==> src/rtl/thermo_sample_ctrl.sv <==
// Sensor read sequencer: periodic req/ack sampling, window averaging and hot/normal/cold classification.
// Optional macro THERMO_HYST_EN adds hysteresis (and the HYST parameter) to status transitions.
module thermo_sample_ctrl #(
  parameter int unsigned SAMPLE_PERIOD = 1000,
  parameter int unsigned LOG2_N        = 2,
  parameter int unsigned TIMEOUT       = 64,
  parameter logic [7:0]  HOT_TH        = 8'd40,
  parameter logic [7:0]  COLD_TH       = 8'd20
`ifdef THERMO_HYST_EN
  ,
  parameter logic [7:0]  HYST          = 8'd2
`endif
) (
  input  logic       clk,
  input  logic       rst_n,
  input  logic       enable_i,
  output logic       sensor_req_o,
  input  logic       sensor_ack_i,
  input  logic [7:0] sensor_data_i,
  output logic [7:0] temp_avg_o,
  output logic       avg_valid_o,
  output logic       hot_o,
  output logic       normal_o,
  output logic       cold_o,
  output logic       sensor_fault_o,
  output logic       overrun_o
);

  localparam int CNT_W  = (SAMPLE_PERIOD > 2) ? $clog2(SAMPLE_PERIOD) : 1;
  localparam int WAIT_W = $clog2(TIMEOUT + 1);
  localparam int SCNT_W = (LOG2_N > 0) ? LOG2_N : 1;
  localparam int ACC_W  = 8 + LOG2_N;

  localparam logic [2:0] ST_HOT    = 3'b100;
  localparam logic [2:0] ST_NORMAL = 3'b010;
  localparam logic [2:0] ST_COLD   = 3'b001;

  typedef enum logic [1:0] {
    S_IDLE   = 2'd0,
    S_REQ    = 2'd1,
    S_UPDATE = 2'd2
  } state_e;

  state_e              state_q, state_d;
  logic [CNT_W-1:0]    tick_cnt_q, tick_cnt_d;
  logic [WAIT_W-1:0]   wait_q, wait_d;
  logic [ACC_W-1:0]    acc_q, acc_d;
  logic [SCNT_W-1:0]   scnt_q, scnt_d;
  logic [7:0]          temp_avg_q, temp_avg_d;
  logic                avg_valid_q, avg_valid_d;
  logic [2:0]          status_q, status_d;
  logic                fault_q, fault_d;
  logic                overrun_q, overrun_d;
  logic                tick;
  logic [7:0]          avg_w;

  function automatic logic [2:0] classify_plain(input logic [7:0] avg);
    if (avg > HOT_TH)       return ST_HOT;
    else if (avg < COLD_TH) return ST_COLD;
    else                    return ST_NORMAL;
  endfunction

`ifdef THERMO_HYST_EN
  // Hot/cold persist until the average leaves the band; then a plain compare decides.
  function automatic logic [2:0] classify_hyst(input logic [7:0] avg, input logic [2:0] cur);
    if (cur == ST_HOT  && avg > (HOT_TH - HYST))  return ST_HOT;
    if (cur == ST_COLD && avg < (COLD_TH + HYST)) return ST_COLD;
    return classify_plain(avg);
  endfunction
`endif

  assign tick  = enable_i && (tick_cnt_q == CNT_W'(SAMPLE_PERIOD - 1));
  assign avg_w = 8'(acc_q >> LOG2_N);

  always_comb begin
    state_d     = state_q;
    tick_cnt_d  = tick_cnt_q;
    wait_d      = wait_q;
    acc_d       = acc_q;
    scnt_d      = scnt_q;
    temp_avg_d  = temp_avg_q;
    avg_valid_d = 1'b0;
    status_d    = status_q;
    fault_d     = fault_q;
    overrun_d   = overrun_q;

    if (!enable_i || tick) tick_cnt_d = '0;
    else                   tick_cnt_d = tick_cnt_q + CNT_W'(1);

    case (state_q)
      S_IDLE: begin
        wait_d = '0;
        if (tick) state_d = S_REQ;
      end
      S_REQ: begin
        if (tick) overrun_d = 1'b1;
        // An ack in the timeout cycle still counts as a good sample.
        if (sensor_ack_i) begin
          acc_d   = acc_q + ACC_W'(sensor_data_i);
          scnt_d  = scnt_q + SCNT_W'(1);
          fault_d = 1'b0;
          wait_d  = '0;
          state_d = (scnt_q == {SCNT_W{1'b1}}) ? S_UPDATE : S_IDLE;
        end else if (wait_q == WAIT_W'(TIMEOUT - 1)) begin
          fault_d = 1'b1;
          acc_d   = '0;
          scnt_d  = '0;
          wait_d  = '0;
          state_d = S_IDLE;
        end else begin
          wait_d = wait_q + WAIT_W'(1);
        end
      end
      S_UPDATE: begin
        if (tick) overrun_d = 1'b1;
        temp_avg_d  = avg_w;
`ifdef THERMO_HYST_EN
        status_d    = classify_hyst(avg_w, status_q);
`else
        status_d    = classify_plain(avg_w);
`endif
        avg_valid_d = 1'b1;
        acc_d       = '0;
        scnt_d      = '0;
        state_d     = S_IDLE;
      end
      default: state_d = S_IDLE;
    endcase
  end

  always_ff @(posedge clk or negedge rst_n) begin
    if (!rst_n) begin
      state_q     <= S_IDLE;
      tick_cnt_q  <= '0;
      wait_q      <= '0;
      acc_q       <= '0;
      scnt_q      <= '0;
      temp_avg_q  <= '0;
      avg_valid_q <= 1'b0;
      status_q    <= '0;
      fault_q     <= 1'b0;
      overrun_q   <= 1'b0;
    end else begin
      state_q     <= state_d;
      tick_cnt_q  <= tick_cnt_d;
      wait_q      <= wait_d;
      acc_q       <= acc_d;
      scnt_q      <= scnt_d;
      temp_avg_q  <= temp_avg_d;
      avg_valid_q <= avg_valid_d;
      status_q    <= status_d;
      fault_q     <= fault_d;
      overrun_q   <= overrun_d;
    end
  end

  assign sensor_req_o   = (state_q == S_REQ);
  assign temp_avg_o     = temp_avg_q;
  assign avg_valid_o    = avg_valid_q;
  assign hot_o          = status_q[2];
  assign normal_o       = status_q[1];
  assign cold_o         = status_q[0];
  assign sensor_fault_o = fault_q;
  assign overrun_o      = overrun_q;

endmodule
==> config.mk <==
export PLATFORM = sky130hd
export DESIGN_NAME = thermo_sample_ctrl
export DESIGN_NICKNAME = d
export VERILOG_FILES = /design/src/rtl/thermo_sample_ctrl.sv
export SDC_FILE = /design/constraint.sdc
export NUM_CORES = 1
export LEC_CHECK = 0
export BUFFER_PORTS_ARGS = -buffer_cell sky130_fd_sc_hd__buf_2
export CORE_AREA = 4 4 67 116
export DETAILED_ROUTE_END_ITERATION = 8
export DIE_AREA = 0 0 71 120
export SLEW_MARGIN = 20
export SYNTH_ARGS = -nofsm -noshare
export SYNTH_HDL_FRONTEND = slang
export SYNTH_SLANG_ARGS = --single-unit
==> constraint.sdc <==
create_clock -name clk -period 2.3 [get_ports clk]
set_input_delay 0.345 -clock clk [delete_from_list [all_inputs] [get_ports clk]]
set_output_delay 0.345 -clock clk [all_outputs]
set_load 0.05 [all_outputs]
==> results.py <==
metrics = {
    "run_status": {
        "status": "completed",
    },
    "synthesis": {
        "synthCells": 230,
        "synth_most_common_cell": "dfrtp_1",
        "ys_top_cells_by_area": "dfrtp_1 48%, ha_1 7.5%, mux2_2 3.8%",
        "yosys_most_used_dff": "dfrtp_1",
        "synth_top_cell_by_area": "dfrtp_1",
        "synth_async_sr_flop_share_pct": 100.0,
        "syn_nets": 257,
        "ys_seq_area_share_pct": 47.92,
        "ys_warn_count": 0,
        "synth_edf_count": 0,
        "ys_ff_latch": 45,
        "avgSynthCellArea_sq_um": 10.22,
        "yosys-top-cells-count": "45 x dfrtp_1, 22 x nor2_1, 19 x nand2_1",
        "syn-cell-area_sq_um": 2350,
        "synth.distinct_cells": 50,
        "synth_top_area_share_pct": 47.92,
    },
    "sta": {
        "setup_viol": 0,
        "layout_min_cycle_time_ns": 2.053,
        "grt_setup_unrepaired": "no",
        "fin_skew_ns": 0.005731,
        "drv_slew": 0,
        "setup_slack_ns": 0.2472,
        "whs_ns": 0.1333,
        "maxSlewHeadroom_pct": 61.46,
        "fin_setup_tns_ns": 0,
        "worstMarginPinSlew_ns": 0.5781,
        "finalCritPeriodShare_pct": 89.25,
        "max_freq_mhz": 487.1,
        "hold_viol_final": 0,
    },
    "clocking": {
        "numCtsBuffers": 5,
        "clkSinkCount": 45,
        "clkLatencyLatePin_ns": 0.29,
        "hold_buffers": 0,
        "clkTransAtPathRegs_ns": 0.06,
        "cts_root_buf": "clkbuf_16",
        "htree_levels": 2,
        "postCtsSetupBuffers": 0,
        "clk_path_buf_depth": 2,
        "cts_resized": 0,
        "cts_tree": "built",
    },
    "layout": {
        "post-route-util_pct": 39.87,
        "fin_cells": 344,
        "ff_latch_area_sq_um": 1126,
        "fillers": 712,
        "stdcell_area_sq_um": 2714,
        "drive_above_1_share_pct": 19.62,
        "final_net_count": 287,
        "multi_input_area_sq_um": 1150,
        "areaGrowthSynthToFinish_pct": 15.50,
        "antenna_cells": 0,
    },
    "routing": {
        "avgRoutedWirePerCell_um": 14.33,
        "detail-route-antenna-nets": 0,
        "vias": 1749,
        "via_per_inst": 5.084,
        "drc": 0,
        "first_iter_violations": 82,
        "drt_pass1_iterations": 4,
        "wirelength_um": 4931,
    },
    "min_path": {
        "hp-class": "input port to asynchronous set/reset pin",
    },
    "die": {
        "die_area_sq_um": 8520,
        "num_io_pins": 27,
        "start_util_pct": 34.52,
        "core-area_sq_um": 6807,
        "fp.dieH_um": 120,
        "rows": 40,
        "fp.dieW_um": 71,
    },
    "global_route": {
        "gr-usage-all-layers_pct": 12.79,
        "antenna_found_initial": 0,
        "grt_pass1_wl_um": 8556,
        "grt_pass1_vias": 1798,
        "grt_max_degree": 46,
        "grt_overflow": 0,
    },
    "place": {
        "dp_hpwl_um": 3711,
        "finalWeightedCongestion": 0.7889,
        "placed_cells": 337,
        "dpl_cell_area_sq_um": 2571,
        "io_buffers": 26,
        "pre_cts_ws_ns": 0.1472,
    },
    "worst_setup_path": {
        "arrival_ns": 2.23,
        "start_kind": "flop",
        "worst_ep_required_time_ns": 2.47,
        "rrSetupSlack_ns": 0.25,
        "path_max_fanout": 3,
        "worst-setup-path-type": "flop to flop",
        "cpPeakStageDelay_ns": 0.38,
        "crit_path_top_delay_cell": "fa_1",
        "crit_chain": "ha_1, inv_1, fa_1, nand2b_1, a21oi_1, o21a_1, o21ai_0, a32o_1",
        "endpoint_kind": "flop",
    },
    "power_and_ir_drop": {
        "vdd_drop_max_mv": 0.3235,
        "power.total_mw": 1.580,
        "p_leak_nw": 1.305,
        "cellPowerDensity_nw_per_um2": 582.3,
    },
    "flow_run": {
        "max_cap_violations": 0,
    },
}
[cell families (layout without fill, tap and decap cells)]
kind of cell,after synthesis,count (layout),synth area share [%]
buffers and inverters,17,47,3.141
AOI/OAI and AO/OA,55,55,15.87
adders and majority gates,15,15,8.307
and+or+nand+nor,78,78,16.45
muxes,8,8,3.834
DFF,45,45,47.92
xor gates and xnor gates,12,12,4.473
[state kept, by name (all words and copies together) (netlist names)]
signal and flops:
scnt_q 2, status_q 3, overrun_o 1, temp_avg_o 8, tick_cnt_q 10, acc_q 10, state_q 2, sensor_fault_o 1
avg_valid_o 1, wait_q 7
[cell usage in the layout (no fill, tap or decap), types with 4 or more instances in the layout]
| cell | netlist | routed |
|---|---|---|
| buf_2 | 1 | 26 |
| dfrtp_1 | 45 | 45 |
| nand3_1 | 9 | 9 |
| xnor2_1 | 5 | 5 |
| mux2_2 | 8 | 8 |
| xor2_1 | 7 | 7 |
| a21o_1 | 4 | 4 |
| inv_1 | 12 | 12 |
| nor3_1 | 5 | 5 |
| nand2_1 | 19 | 19 |
| a21oi_1 | 14 | 14 |
| nand2b_1 | 5 | 5 |
| nor2_1 | 22 | 22 |
| clkbuf_16 | 0 | 5 |
| ha_1 | 14 | 14 |
| o21ai_0 | 17 | 17 |
[per-layer routing]
metal,GRT usage [%],up-vias,share of wire (%)
li1,-,860,-
met1,14.01,857,40
met2,22.91,24,55
met3,2.012,8,2.0
met4,7.059,0,3.0
met5,0,-,0
[final timing paths]
check | endpoint | depth (start not counted) | start
max | acc_q[6]$_DFFE_PN0P_ | 8 | acc_q[0]$_DFFE_PN0P_
min | acc_q[1]$_DFFE_PN0P_ | 2 | rst_n
max reg2reg | acc_q[6]$_DFFE_PN0P_ | 8 | acc_q[0]$_DFFE_PN0P_
min reg2reg | tick_cnt_q[0]$_DFF_PN0_ | 1 | tick_cnt_q[0]$_DFF_PN0_
max in group asynchronous | acc_q[6]$_DFFE_PN0P_ | 2 | rst_n
min in group clk | sensor_fault_o$_DFFE_PN0P_ | 2 | sensor_ack_i
[power by group]
| group | internal, mW | switching, mW | total [mW] |
|---|---|---|---|
| Clock | 0.427 | 0.291 | 0.718 |
| Combinational | 0.0233 | 0.0392 | 0.0626 |
| Sequential | 0.796 | 0.00382 | 0.800 |
[critical path: cells and delay by family, from the launching register on]
kind / cells / cell delay [ns]
flops: 1 / 0.34
buf+inv: 1 / 0.06
fa+ha+maj: 2 / 0.55
compound gates: 4 / 0.80
simple gates: 1 / 0.20
[cell type report]
| cell class | instances | area share [%] |
|---|---|---|
| well taps | 84 | 3.873 |
| inverters | 12 | 1.660 |
| flip-flops and latches | 45 | 41.49 |
| clock buffers | 7 | 5.256 |
| multi-input cells | 168 | 42.37 |
| repair buffers | 28 | 5.348 |
(Power assumes the default switching activity.)
